===== config.mk =====
export PLATFORM = sky130hd
export DESIGN_NAME = rc5_job_scheduler_flat
export DESIGN_NICKNAME = d
export VERILOG_FILES = /design/src/rtl/rc5_job_scheduler_if.sv /design/src/rtl/rc5_job_scheduler.sv /design/src/flat_wrapper.sv
export SDC_FILE = /design/constraint.sdc
export NUM_CORES = 1
export LEC_CHECK = 0
export BUFFER_PORTS_ARGS = -buffer_cell sky130_fd_sc_hd__clkbuf_2
export CAP_MARGIN = 5
export CORE_AREA = 2 2 164 166
export CTS_BUF_LIST = sky130_fd_sc_hd__clkbuf_4 sky130_fd_sc_hd__clkbuf_8
export CTS_CLUSTER_SIZE = 28
export DETAILED_ROUTE_END_ITERATION = 8
export DIE_AREA = 0 0 166 168
export PLACE_DENSITY = 0.64
export SLEW_MARGIN = 20
export SYNTH_ARGS = -nofsm -noshare
export SYNTH_HDL_FRONTEND = slang
export SYNTH_SLANG_ARGS = --single-unit

===== constraint.sdc =====
create_clock -name clk -period 2.1 [get_ports clk]
set_input_delay 0.21 -clock clk [delete_from_list [all_inputs] [get_ports clk]]
set_output_delay 0.21 -clock clk [all_outputs]
set_load 0.02 [all_outputs]

===== src/rtl/rc5_job_scheduler_if.sv =====
// Connection bundle between rc5_job_scheduler (master) and the RC5 core (slave).
// Carries the key-RAM write port, the start levels, the operands, the results and the done flags.
interface rc5_job_scheduler_if #(
   parameter int W        = 32,
   parameter int B_LENGTH = 4
);
   logic [7:0]          oKey_sub_i;
   logic [B_LENGTH-1:0] oKey_address;
   logic                oWen;
   logic                oStartCipher;
   logic                oStartDecipher;
   logic [W-1:0]        oA;
   logic [W-1:0]        oB;
   logic [W-1:0]        iA_cipher;
   logic [W-1:0]        iB_cipher;
   logic [W-1:0]        iA_decipher;
   logic [W-1:0]        iB_decipher;
   logic                iDoneCipher;
   logic                iDoneDecipher;

   modport master (
      output oKey_sub_i, oKey_address, oWen, oStartCipher, oStartDecipher, oA, oB,
      input  iA_cipher, iB_cipher, iA_decipher, iB_decipher, iDoneCipher, iDoneDecipher
   );

   modport slave (
      input  oKey_sub_i, oKey_address, oWen, oStartCipher, oStartDecipher, oA, oB,
      output iA_cipher, iB_cipher, iA_decipher, iB_decipher, iDoneCipher, iDoneDecipher
   );
endinterface


===== src/rtl/rc5_job_scheduler.sv =====
// Key loader and two-requester round-robin job scheduler in front of the RC5 core.
// Optional RUN watchdog enabled by defining RC5_SCHED_TIMEOUT_EN (adds port oTimeout).
module rc5_job_scheduler #(
   parameter int W       = 32,
   parameter int B       = 16,
   parameter int TIMEOUT = 4095
) (
   input  logic         clk,
   input  logic         rst,
   input  logic         iKeyValid,
   input  logic [7:0]   iKeyByte,
   output logic         oKeyReady,
   input  logic         iKeyReload,
   output logic         oKeyLoaded,
   input  logic         iReq0,
   input  logic         iReq1,
   input  logic         iOp0,
   input  logic         iOp1,
   input  logic [W-1:0] iA0,
   input  logic [W-1:0] iB0,
   input  logic [W-1:0] iA1,
   input  logic [W-1:0] iB1,
   output logic         oGnt0,
   output logic         oGnt1,
   output logic         oRespValid,
   output logic         oRespId,
   output logic [W-1:0] oRespA,
   output logic [W-1:0] oRespB,
   output logic         oBusy,
`ifdef RC5_SCHED_TIMEOUT_EN
   output logic         oTimeout,
`endif
   rc5_job_scheduler_if.master core
);
   localparam int B_LENGTH = $clog2(B);

   typedef enum logic [2:0] {KEY_LOAD, IDLE, RUN, RESP, GAP} state_t;

   state_t              state_q, state_d;
   logic [B_LENGTH-1:0] key_cnt_q, key_cnt_d;
   logic                key_ready_q, key_ready_d;
   logic                key_loaded_q, key_loaded_d;
   logic                wen_q, wen_d;
   logic [B_LENGTH-1:0] key_addr_q, key_addr_d;
   logic [7:0]          key_sub_q, key_sub_d;
   logic                gnt0_q, gnt0_d;
   logic                gnt1_q, gnt1_d;
   logic                last_q, last_d;
   logic                op_q, op_d;
   logic                id_q, id_d;
   logic [W-1:0]        a_q, a_d;
   logic [W-1:0]        b_q, b_d;
   logic                start_cipher_q, start_cipher_d;
   logic                start_decipher_q, start_decipher_d;
   logic                resp_valid_q, resp_valid_d;
   logic                resp_id_q, resp_id_d;
   logic [W-1:0]        resp_a_q, resp_a_d;
   logic [W-1:0]        resp_b_q, resp_b_d;
   logic                busy_q, busy_d;
   logic                reload_pend_q, reload_pend_d;
   logic                pick;
   logic                done_hit;
`ifdef RC5_SCHED_TIMEOUT_EN
   localparam int TW = $clog2(TIMEOUT + 1);
   logic [TW-1:0]       tmo_cnt_q, tmo_cnt_d;
   logic                timeout_q, timeout_d;
`endif

   always_comb begin
      state_d          = state_q;
      key_cnt_d        = key_cnt_q;
      key_ready_d      = key_ready_q;
      key_loaded_d     = key_loaded_q;
      wen_d            = 1'b0;
      key_addr_d       = key_addr_q;
      key_sub_d        = key_sub_q;
      gnt0_d           = 1'b0;
      gnt1_d           = 1'b0;
      last_d           = last_q;
      op_d             = op_q;
      id_d             = id_q;
      a_d              = a_q;
      b_d              = b_q;
      start_cipher_d   = start_cipher_q;
      start_decipher_d = start_decipher_q;
      resp_valid_d     = 1'b0;
      resp_id_d        = resp_id_q;
      resp_a_d         = resp_a_q;
      resp_b_d         = resp_b_q;
      reload_pend_d    = reload_pend_q;
`ifdef RC5_SCHED_TIMEOUT_EN
      tmo_cnt_d        = tmo_cnt_q;
      timeout_d        = 1'b0;
`endif
      // Tie goes to whoever was not served last; a lone request wins outright.
      pick     = (iReq0 && iReq1) ? ~last_q : iReq1;
      done_hit = op_q ? core.iDoneDecipher : core.iDoneCipher;

      if (iKeyReload && (state_q == RUN || state_q == RESP || state_q == GAP))
         reload_pend_d = 1'b1;

      case (state_q)
         KEY_LOAD: begin
            if (iKeyReload) begin
               key_cnt_d = '0;
            end else if (iKeyValid && key_ready_q) begin
               wen_d      = 1'b1;
               key_addr_d = key_cnt_q;
               key_sub_d  = iKeyByte;
               key_cnt_d  = key_cnt_q + B_LENGTH'(1);
               if (key_cnt_q == B_LENGTH'(B - 1)) begin
                  key_ready_d  = 1'b0;
                  key_loaded_d = 1'b1;
                  state_d      = IDLE;
               end
            end
         end
         // GAP shares the IDLE decision so a waiting request is granted right after it.
         IDLE, GAP: begin
            if (iKeyReload || reload_pend_q) begin
               state_d       = KEY_LOAD;
               key_cnt_d     = '0;
               key_ready_d   = 1'b1;
               key_loaded_d  = 1'b0;
               reload_pend_d = 1'b0;
            end else if (key_loaded_q && (iReq0 || iReq1)) begin
               gnt0_d           = ~pick;
               gnt1_d           = pick;
               last_d           = pick;
               id_d             = pick;
               op_d             = pick ? iOp1 : iOp0;
               a_d              = pick ? iA1 : iA0;
               b_d              = pick ? iB1 : iB0;
               start_cipher_d   = ~(pick ? iOp1 : iOp0);
               start_decipher_d = pick ? iOp1 : iOp0;
               state_d          = RUN;
`ifdef RC5_SCHED_TIMEOUT_EN
               tmo_cnt_d        = '0;
`endif
            end else begin
               state_d = IDLE;
            end
         end
         RUN: begin
            if (done_hit) begin
               resp_valid_d     = 1'b1;
               resp_id_d        = id_q;
               resp_a_d         = op_q ? core.iA_decipher : core.iA_cipher;
               resp_b_d         = op_q ? core.iB_decipher : core.iB_cipher;
               start_cipher_d   = 1'b0;
               start_decipher_d = 1'b0;
               state_d          = RESP;
`ifdef RC5_SCHED_TIMEOUT_EN
            end else if (tmo_cnt_q == TW'(TIMEOUT - 1)) begin
               resp_valid_d     = 1'b1;
               resp_id_d        = id_q;
               resp_a_d         = '0;
               resp_b_d         = '0;
               timeout_d        = 1'b1;
               start_cipher_d   = 1'b0;
               start_decipher_d = 1'b0;
               state_d          = RESP;
            end else begin
               tmo_cnt_d = tmo_cnt_q + TW'(1);
`endif
            end
         end
         RESP:    state_d = GAP;
         default: state_d = KEY_LOAD;
      endcase

      busy_d = (state_d == RUN) || (state_d == RESP) || (state_d == GAP);
   end

   always_ff @(posedge clk or negedge rst) begin
      if (!rst) begin
         state_q          <= KEY_LOAD;
         key_cnt_q        <= '0;
         key_ready_q      <= 1'b1;
         key_loaded_q     <= 1'b0;
         wen_q            <= 1'b0;
         key_addr_q       <= '0;
         key_sub_q        <= '0;
         gnt0_q           <= 1'b0;
         gnt1_q           <= 1'b0;
         last_q           <= 1'b1;
         op_q             <= 1'b0;
         id_q             <= 1'b0;
         a_q              <= '0;
         b_q              <= '0;
         start_cipher_q   <= 1'b0;
         start_decipher_q <= 1'b0;
         resp_valid_q     <= 1'b0;
         resp_id_q        <= 1'b0;
         resp_a_q         <= '0;
         resp_b_q         <= '0;
         busy_q           <= 1'b0;
         reload_pend_q    <= 1'b0;
`ifdef RC5_SCHED_TIMEOUT_EN
         tmo_cnt_q        <= '0;
         timeout_q        <= 1'b0;
`endif
      end else begin
         state_q          <= state_d;
         key_cnt_q        <= key_cnt_d;
         key_ready_q      <= key_ready_d;
         key_loaded_q     <= key_loaded_d;
         wen_q            <= wen_d;
         key_addr_q       <= key_addr_d;
         key_sub_q        <= key_sub_d;
         gnt0_q           <= gnt0_d;
         gnt1_q           <= gnt1_d;
         last_q           <= last_d;
         op_q             <= op_d;
         id_q             <= id_d;
         a_q              <= a_d;
         b_q              <= b_d;
         start_cipher_q   <= start_cipher_d;
         start_decipher_q <= start_decipher_d;
         resp_valid_q     <= resp_valid_d;
         resp_id_q        <= resp_id_d;
         resp_a_q         <= resp_a_d;
         resp_b_q         <= resp_b_d;
         busy_q           <= busy_d;
         reload_pend_q    <= reload_pend_d;
`ifdef RC5_SCHED_TIMEOUT_EN
         tmo_cnt_q        <= tmo_cnt_d;
         timeout_q        <= timeout_d;
`endif
      end
   end

   assign oKeyReady           = key_ready_q;
   assign oKeyLoaded          = key_loaded_q;
   assign oGnt0               = gnt0_q;
   assign oGnt1               = gnt1_q;
   assign oRespValid          = resp_valid_q;
   assign oRespId             = resp_id_q;
   assign oRespA              = resp_a_q;
   assign oRespB              = resp_b_q;
   assign oBusy               = busy_q;
`ifdef RC5_SCHED_TIMEOUT_EN
   assign oTimeout            = timeout_q;
`endif
   assign core.oKey_sub_i     = key_sub_q;
   assign core.oKey_address   = key_addr_q;
   assign core.oWen           = wen_q;
   assign core.oStartCipher   = start_cipher_q;
   assign core.oStartDecipher = start_decipher_q;
   assign core.oA             = a_q;
   assign core.oB             = b_q;
endmodule


===== src/flat_wrapper.sv =====
// flat-port wrapper written by rule: the top's interface ports become plain ports
module rc5_job_scheduler_flat 
#(
   parameter int W       = 32,
   parameter int B       = 16,
   parameter int TIMEOUT = 4095
)
  (clk, rst, iKeyValid, iKeyByte, oKeyReady, iKeyReload, oKeyLoaded, iReq0, iReq1, iOp0, iOp1, iA0, iB0, iA1, iB1, oGnt0, oGnt1, oRespValid, oRespId, oRespA, oRespB, oBusy, core_oKey_sub_i, core_oKey_address, core_oWen, core_oStartCipher, core_oStartDecipher, core_oA, core_oB, core_iA_cipher, core_iB_cipher, core_iA_decipher, core_iB_decipher, core_iDoneCipher, core_iDoneDecipher);
  rc5_job_scheduler_if #(.W(W), .B_LENGTH(4)) core_i ();
  input  logic clk;
  input  logic rst;
  input  logic iKeyValid;
  input  logic [7:0] iKeyByte;
  output logic oKeyReady;
  input  logic iKeyReload;
  output logic oKeyLoaded;
  input  logic iReq0;
  input  logic iReq1;
  input  logic iOp0;
  input  logic iOp1;
  input  logic [W-1:0] iA0;
  input  logic [W-1:0] iB0;
  input  logic [W-1:0] iA1;
  input  logic [W-1:0] iB1;
  output logic oGnt0;
  output logic oGnt1;
  output logic oRespValid;
  output logic oRespId;
  output logic [W-1:0] oRespA;
  output logic [W-1:0] oRespB;
  output logic oBusy;
  output wire logic [$bits(core_i.oKey_sub_i)-1:0] core_oKey_sub_i;
  output wire logic [$bits(core_i.oKey_address)-1:0] core_oKey_address;
  output wire logic [$bits(core_i.oWen)-1:0] core_oWen;
  output wire logic [$bits(core_i.oStartCipher)-1:0] core_oStartCipher;
  output wire logic [$bits(core_i.oStartDecipher)-1:0] core_oStartDecipher;
  output wire logic [$bits(core_i.oA)-1:0] core_oA;
  output wire logic [$bits(core_i.oB)-1:0] core_oB;
  input wire logic [$bits(core_i.iA_cipher)-1:0] core_iA_cipher;
  input wire logic [$bits(core_i.iB_cipher)-1:0] core_iB_cipher;
  input wire logic [$bits(core_i.iA_decipher)-1:0] core_iA_decipher;
  input wire logic [$bits(core_i.iB_decipher)-1:0] core_iB_decipher;
  input wire logic [$bits(core_i.iDoneCipher)-1:0] core_iDoneCipher;
  input wire logic [$bits(core_i.iDoneDecipher)-1:0] core_iDoneDecipher;
  assign core_oKey_sub_i = core_i.oKey_sub_i;
  assign core_oKey_address = core_i.oKey_address;
  assign core_oWen = core_i.oWen;
  assign core_oStartCipher = core_i.oStartCipher;
  assign core_oStartDecipher = core_i.oStartDecipher;
  assign core_oA = core_i.oA;
  assign core_oB = core_i.oB;
  assign core_i.iA_cipher = core_iA_cipher;
  assign core_i.iB_cipher = core_iB_cipher;
  assign core_i.iA_decipher = core_iA_decipher;
  assign core_i.iB_decipher = core_iB_decipher;
  assign core_i.iDoneCipher = core_iDoneCipher;
  assign core_i.iDoneDecipher = core_iDoneDecipher;
  rc5_job_scheduler #(.W(W), .B(B), .TIMEOUT(TIMEOUT)) u_core (.clk(clk), .rst(rst), .iKeyValid(iKeyValid), .iKeyByte(iKeyByte), .oKeyReady(oKeyReady), .iKeyReload(iKeyReload), .oKeyLoaded(oKeyLoaded), .iReq0(iReq0), .iReq1(iReq1), .iOp0(iOp0), .iOp1(iOp1), .iA0(iA0), .iB0(iB0), .iA1(iA1), .iB1(iB1), .oGnt0(oGnt0), .oGnt1(oGnt1), .oRespValid(oRespValid), .oRespId(oRespId), .oRespA(oRespA), .oRespB(oRespB), .oBusy(oBusy), .core(core_i));
endmodule

Word level (Yosys, flattened, before mapping)
Index checks and enable logic that the tools add are counted.
Storage, ports and cells
  bits in registers: 161
  output and inout port bits: 150
  word-level logic and storage cells: 113
Cells by class
  add/sub/neg operators: 1
  equal/unequal tests: 16
  mux-type cells: 49
  bitwise gates (word level): 5
  reductions and logical operators: 20
Operator list (number)
  $mux 32: 4
  $mux 1: 30
  $mux 3: 5
  $eq 3x2->1 const B: 4
  $mux 4: 3
  $pmux 3 s4: 1
  $ne 2x1->1 const B: 5
  $reduce_and 3->1: 3
  $pmux 1 s2: 4
  $pmux 4 s2: 1
  $eq 3x3->1 const B: 2
  $logic_or 1x1->1: 6
  $not 1->1: 5
  $reduce_and 5->1: 1
  $add 4x1->4 const B: 1
  $eq 4x4->1 const B: 1
  $logic_and 1x1->1: 4
  $ne 2x2->1 const B: 2
  $reduce_and 4->1: 1
  $reduce_bool 2->1: 2
  $eq 3x1->1 const B: 1
  $logic_not 3->1: 1
  $ne 3x2->1 const B: 1
  $mux 2: 1
  2 further kinds: 2

Depth between registers and ports, before layout
  depth after elaboration: 8
  gate-level depth with buffers: 8
  depth with buffers taken out: 4

Worst setup path after synthesis
No wires, ideal clock.
  path type: register -> register
  start: register u_core.state_q[0]
  end: register u_core.key_sub_q[0] (netlist: u_core.core.oKey_sub_i[0])
  library setup time: 0.125 ns
  arrival time: 1.686 ns
  data required time: 1.975 ns
  path slack: 0.289 ns
  stages on the path, launching flop included: 7
  path buffers: 3
  clock period less this slack: 1.811 ns
  cell sequence: dfrtp_1 -> buf_4 -> nor3_1 -> and4b_1 -> clkbuf_1 -> buf_4 -> mux2_2
On the way
  word-level cells in the longest chain between the ends: 2
RTL lines
  from (decl): line rc5_job_scheduler.sv:39  | state_t state_q, state_d;
  from (signal assigned): line rc5_job_scheduler.sv:204  | state_q <= state_d;
  $logic_not 3->1: line rc5_job_scheduler.sv:102  | case (state_q)
  $reduce_and 3->1 (no source line)
  to (signal assigned): line rc5_job_scheduler.sv:210  | key_sub_q <= key_sub_d;
  to (decl): line rc5_job_scheduler.sv:45  | logic [7:0] key_sub_q, key_sub_d;
Every way passes these cells.
A chain may end at the register's enable or synchronous reset.

Worst setup path in the final report
  start: register u_core.last_q
  end: register u_core.a_q[15] (netlist: u_core.core.oA[15])
On the way
  word-level cells in the longest chain between the ends: 3
RTL lines
  from (decl): line rc5_job_scheduler.sv:48  | logic last_q, last_d;
  from (signal assigned): line rc5_job_scheduler.sv:213  | last_q <= last_d;
  $not 1->1: line rc5_job_scheduler.sv:96  | pick = (iReq0 && iReq1) ? ~last_q : iReq1;
  $mux 1: line rc5_job_scheduler.sv:96
  $mux 32: line rc5_job_scheduler.sv:132  | a_d = pick ? iA1 : iA0;
  to (signal assigned): line rc5_job_scheduler.sv:189  | a_q <= '0;
  to (signal assigned): line rc5_job_scheduler.sv:216  | a_q <= a_d;
  to (decl): line rc5_job_scheduler.sv:51  | logic [W-1:0] a_q, a_d;
Every way passes these cells.

==> impl_metrics.yaml <==
drt:
  first_pass_iters: 4
  drt_iter0_drc: 210
  drt_wl_total_um: 21100
  via_per_inst: 4.39
  wire_per_inst_um: 14.5
  ant_nets: 0
  drcViolationCount: 0
  vias: 6381
global_routing:
  grt_overflow: 0
  grt_pass1_vias: 6453
  grt_usage_pct: 15.1
  grt_pass1_wl_um: 33700
  grt_start_max_net_pins: 99
  antenna_found_initial: 0
placed_design:
  portBuffers: 423
  dp_cells: 1406
  place_ws_ps: 264
  gp_congestion: 0.765
  hpwlAfterDp_um: 16500
clock_tree:
  cts_tree: "yes"
  cts-root-buf: "clkbuf_8"
  cts_resized: 0
  cts_max_level: 4
  clk_latency_ps: 440
  path_clk_slew_ps: 100
  cts_made_buffers: 17
  cts.sinks: 161
  ctsLongestPathBuffers: 2
  postCtsSetupRepairBufs: 0
  cts_hold_buf: 15
yosys:
  synthCells: 668
  ys.flop_type: "dfrtp_1"
  synth_fp_nets: 943
  synth.avg_cell_area_um2: 10.8
  synth_seq_cells: 161
  synth_warnings: 0
  async_flop_share_pct: 100
  yosysUniqueCellTypes: 46
  synth_area_um2: 7250
  synth-edff-count: 0
  ys_seq_area_share_pct: 55.6
worst_setup_path:
  crit_type: "register to register"
  critPathCaptureType: "register"
  crit_arrival_ps: 2180
  critPathLaunchType: "register"
  crit_path_max_fanout: 16
  cp.required_ps: 2420
job:
  maxCapViolCount: 0
die:
  start_util_pct: 27.5
  die-area_um2: 27900
  die_w_um: 166
  fp-row-count: 60
  design.core.area_um2: 26400
  fp.dieH_um: 168
  ios: 424
sta:
  hold_viol: 0
  clock_skew_ps: 27.1
  fin_crit_sh_pct: 88.7
  finalSetupViolCount: 0
  setup_slack_ps: 237
  rsz0062_at_grt: "false"
  slew_viol_final: 0
  relSlewSlack_pct: 67.1
  fin_setup_tns_ps: 0
  worst_slew_pin_slew_ps: 494
  final.min_clock_period_ps: 1860
  fmax_mhz: 537
run_status:
  status: "finished, final reports clean"
final_layout:
  fillers: 2631
  syn_to_final_growth_pct: 43.1
  antenna_cells: 0
  stdcell_count: 1452
  drive_above_1_share_pct: 44.6
  nNetsFinal: 1374
power:
  ir_worst_vdd_uv: 508
  powerDensity_nw_per_um2: 915
  power.leakage_nw: 5.26
hold_path:
  hold_class: "primary input to register"
==> critical path: stages, from the launching register on <==
cell	delay [ps]
dfstp_2	390
a21boi_4	170
buf_4	310
mux2i_1	240
dlygate4sd3_1	580
o21ai_1	60
==> cells in the mapped netlist (3+ instances only) <==
| master | number | area (um^2) |
|---|---|---|
| nor2_1 | 73 | 274 |
| mux2i_1 | 131 | 1310 |
| o21ai_1 | 58 | 290 |
| a21oi_1 | 67 | 335 |
| dfrtp_1 | 159 | 3980 |
| buf_6 | 7 | 78.8 |
| clkbuf_1 | 20 | 75.1 |
| a21o_1 | 4 | 30.0 |
| nand2_1 | 67 | 251 |
| o21ai_0 | 12 | 60.1 |
| buf_2 | 15 | 75.1 |
| mux2_2 | 13 | 146 |
| inv_1 | 3 | 11.3 |
==> per-layer routing <==
layer | global-route usage (%) | wire length [um]
met1 | 17.9 | 8680
met2 | 26.4 | 10400
met3 | 4.94 | 1810
met4 | 3.93 | 213
met5 | 0 | 0
==> flip-flops by register name (all words and copies together) (netlist names), 3 cells and up <==
signal                    cells
u_core.core.oA               32
u_core.core.oB               32
u_core.oRespA                32
u_core.oRespB                32
u_core.core.oKey_sub_i        8
u_core.core.oKey_address      4
u_core.key_cnt_q              4
u_core.state_q                3
==> power by group <==
group | switching, mW | internal (mW) | total (mW)
sequential | 0.417 | 3.81 | 4.23
combinational | 1.86 | 1.18 | 3.04
clock | 1.21 | 1.00 | 2.21
total | 3.49 | 6.00 | 9.49
==> stage by stage <==
| step | utilization [%] | hold slack, ps | cell area (um^2) | power, mW |
|---|---|---|---|---|
| 2_1_floorplan | - | -85.6 | 7250 | 5.98 |
| 3_3_place_gp | 37.3 | 128 | 9840 | 7.30 |
| 5_1_grt | 39.3 | 2.67 | 10400 | 10.1 |
| 6_report | 39.3 | 34.4 | 10400 | 9.49 |
| 3_5_place_dp | 37.3 | 135 | 9840 | 7.38 |
| 4_1_cts | 39.3 | 0.0257 | 10400 | 9.67 |
==> worst paths after layout <==
kind	start	end	slack (ps)	depth (start not counted)
setup / recovery	u_core.last_q$_DFFE_PN1P_	u_core.core.oA[15]$_DFFE_PN0P_	240	5
hold / removal	iB0[16]	u_core.core.oB[16]$_DFFE_PN0P_	30	3
setup reg to reg	u_core.last_q$_DFFE_PN1P_	u_core.core.oA[15]$_DFFE_PN0P_	240	5
hold reg to reg	u_core.id_q$_DFFE_PN0P_	u_core.id_q$_DFFE_PN0P_	480	1
max in group asynchronous	rst	u_core.last_q$_DFFE_PN1P_	1190	3
min in group asynchronous	rst	u_core.core.oB[27]$_DFFE_PN0P_	220	2
==> cell type report <==
cell class | count | area [um^2] | area share [%]
clock inverters | 12 | 125 | 1.21
multi-input cells | 456 | 2960 | 28.6
inverters | 3 | 11.3 | 0.109
well taps | 341 | 427 | 4.11
repair buffers | 460 | 2550 | 24.6
flip-flops and latches | 161 | 4040 | 38.9
clock buffers | 19 | 255 | 2.46
==> cells by family after synthesis <==
family | Yosys count | share of synthesized area, %
muxes | 144 | 20.1
adders and majority gates | 1 | 0.173
buffers and inverters | 51 | 3.76
xor gates and xnor gates | 1 | 0.121
and+or+nand+nor | 158 | 9.06
DFF | 161 | 55.6
AOI/OAI and AO/OA | 152 | 11.1
==> placed cells by master (no fill, tap or decap), types with 3 or more instances in the layout <==
master,n
dlygate4sd3_1,15
o21ai_0,12
nand2_1,67
inv_1,3
clkinvlp_4,5
o21ai_1,58
dfrtp_1,158
a21oi_1,67
clkbuf_2,422
a21o_1,4
mux2_2,13
buf_12,9
inv_6,3
buf_4,13
nor2_1,73
clkbuf_8,18
mux2i_1,131
Power figures use the tool's default switching activity.
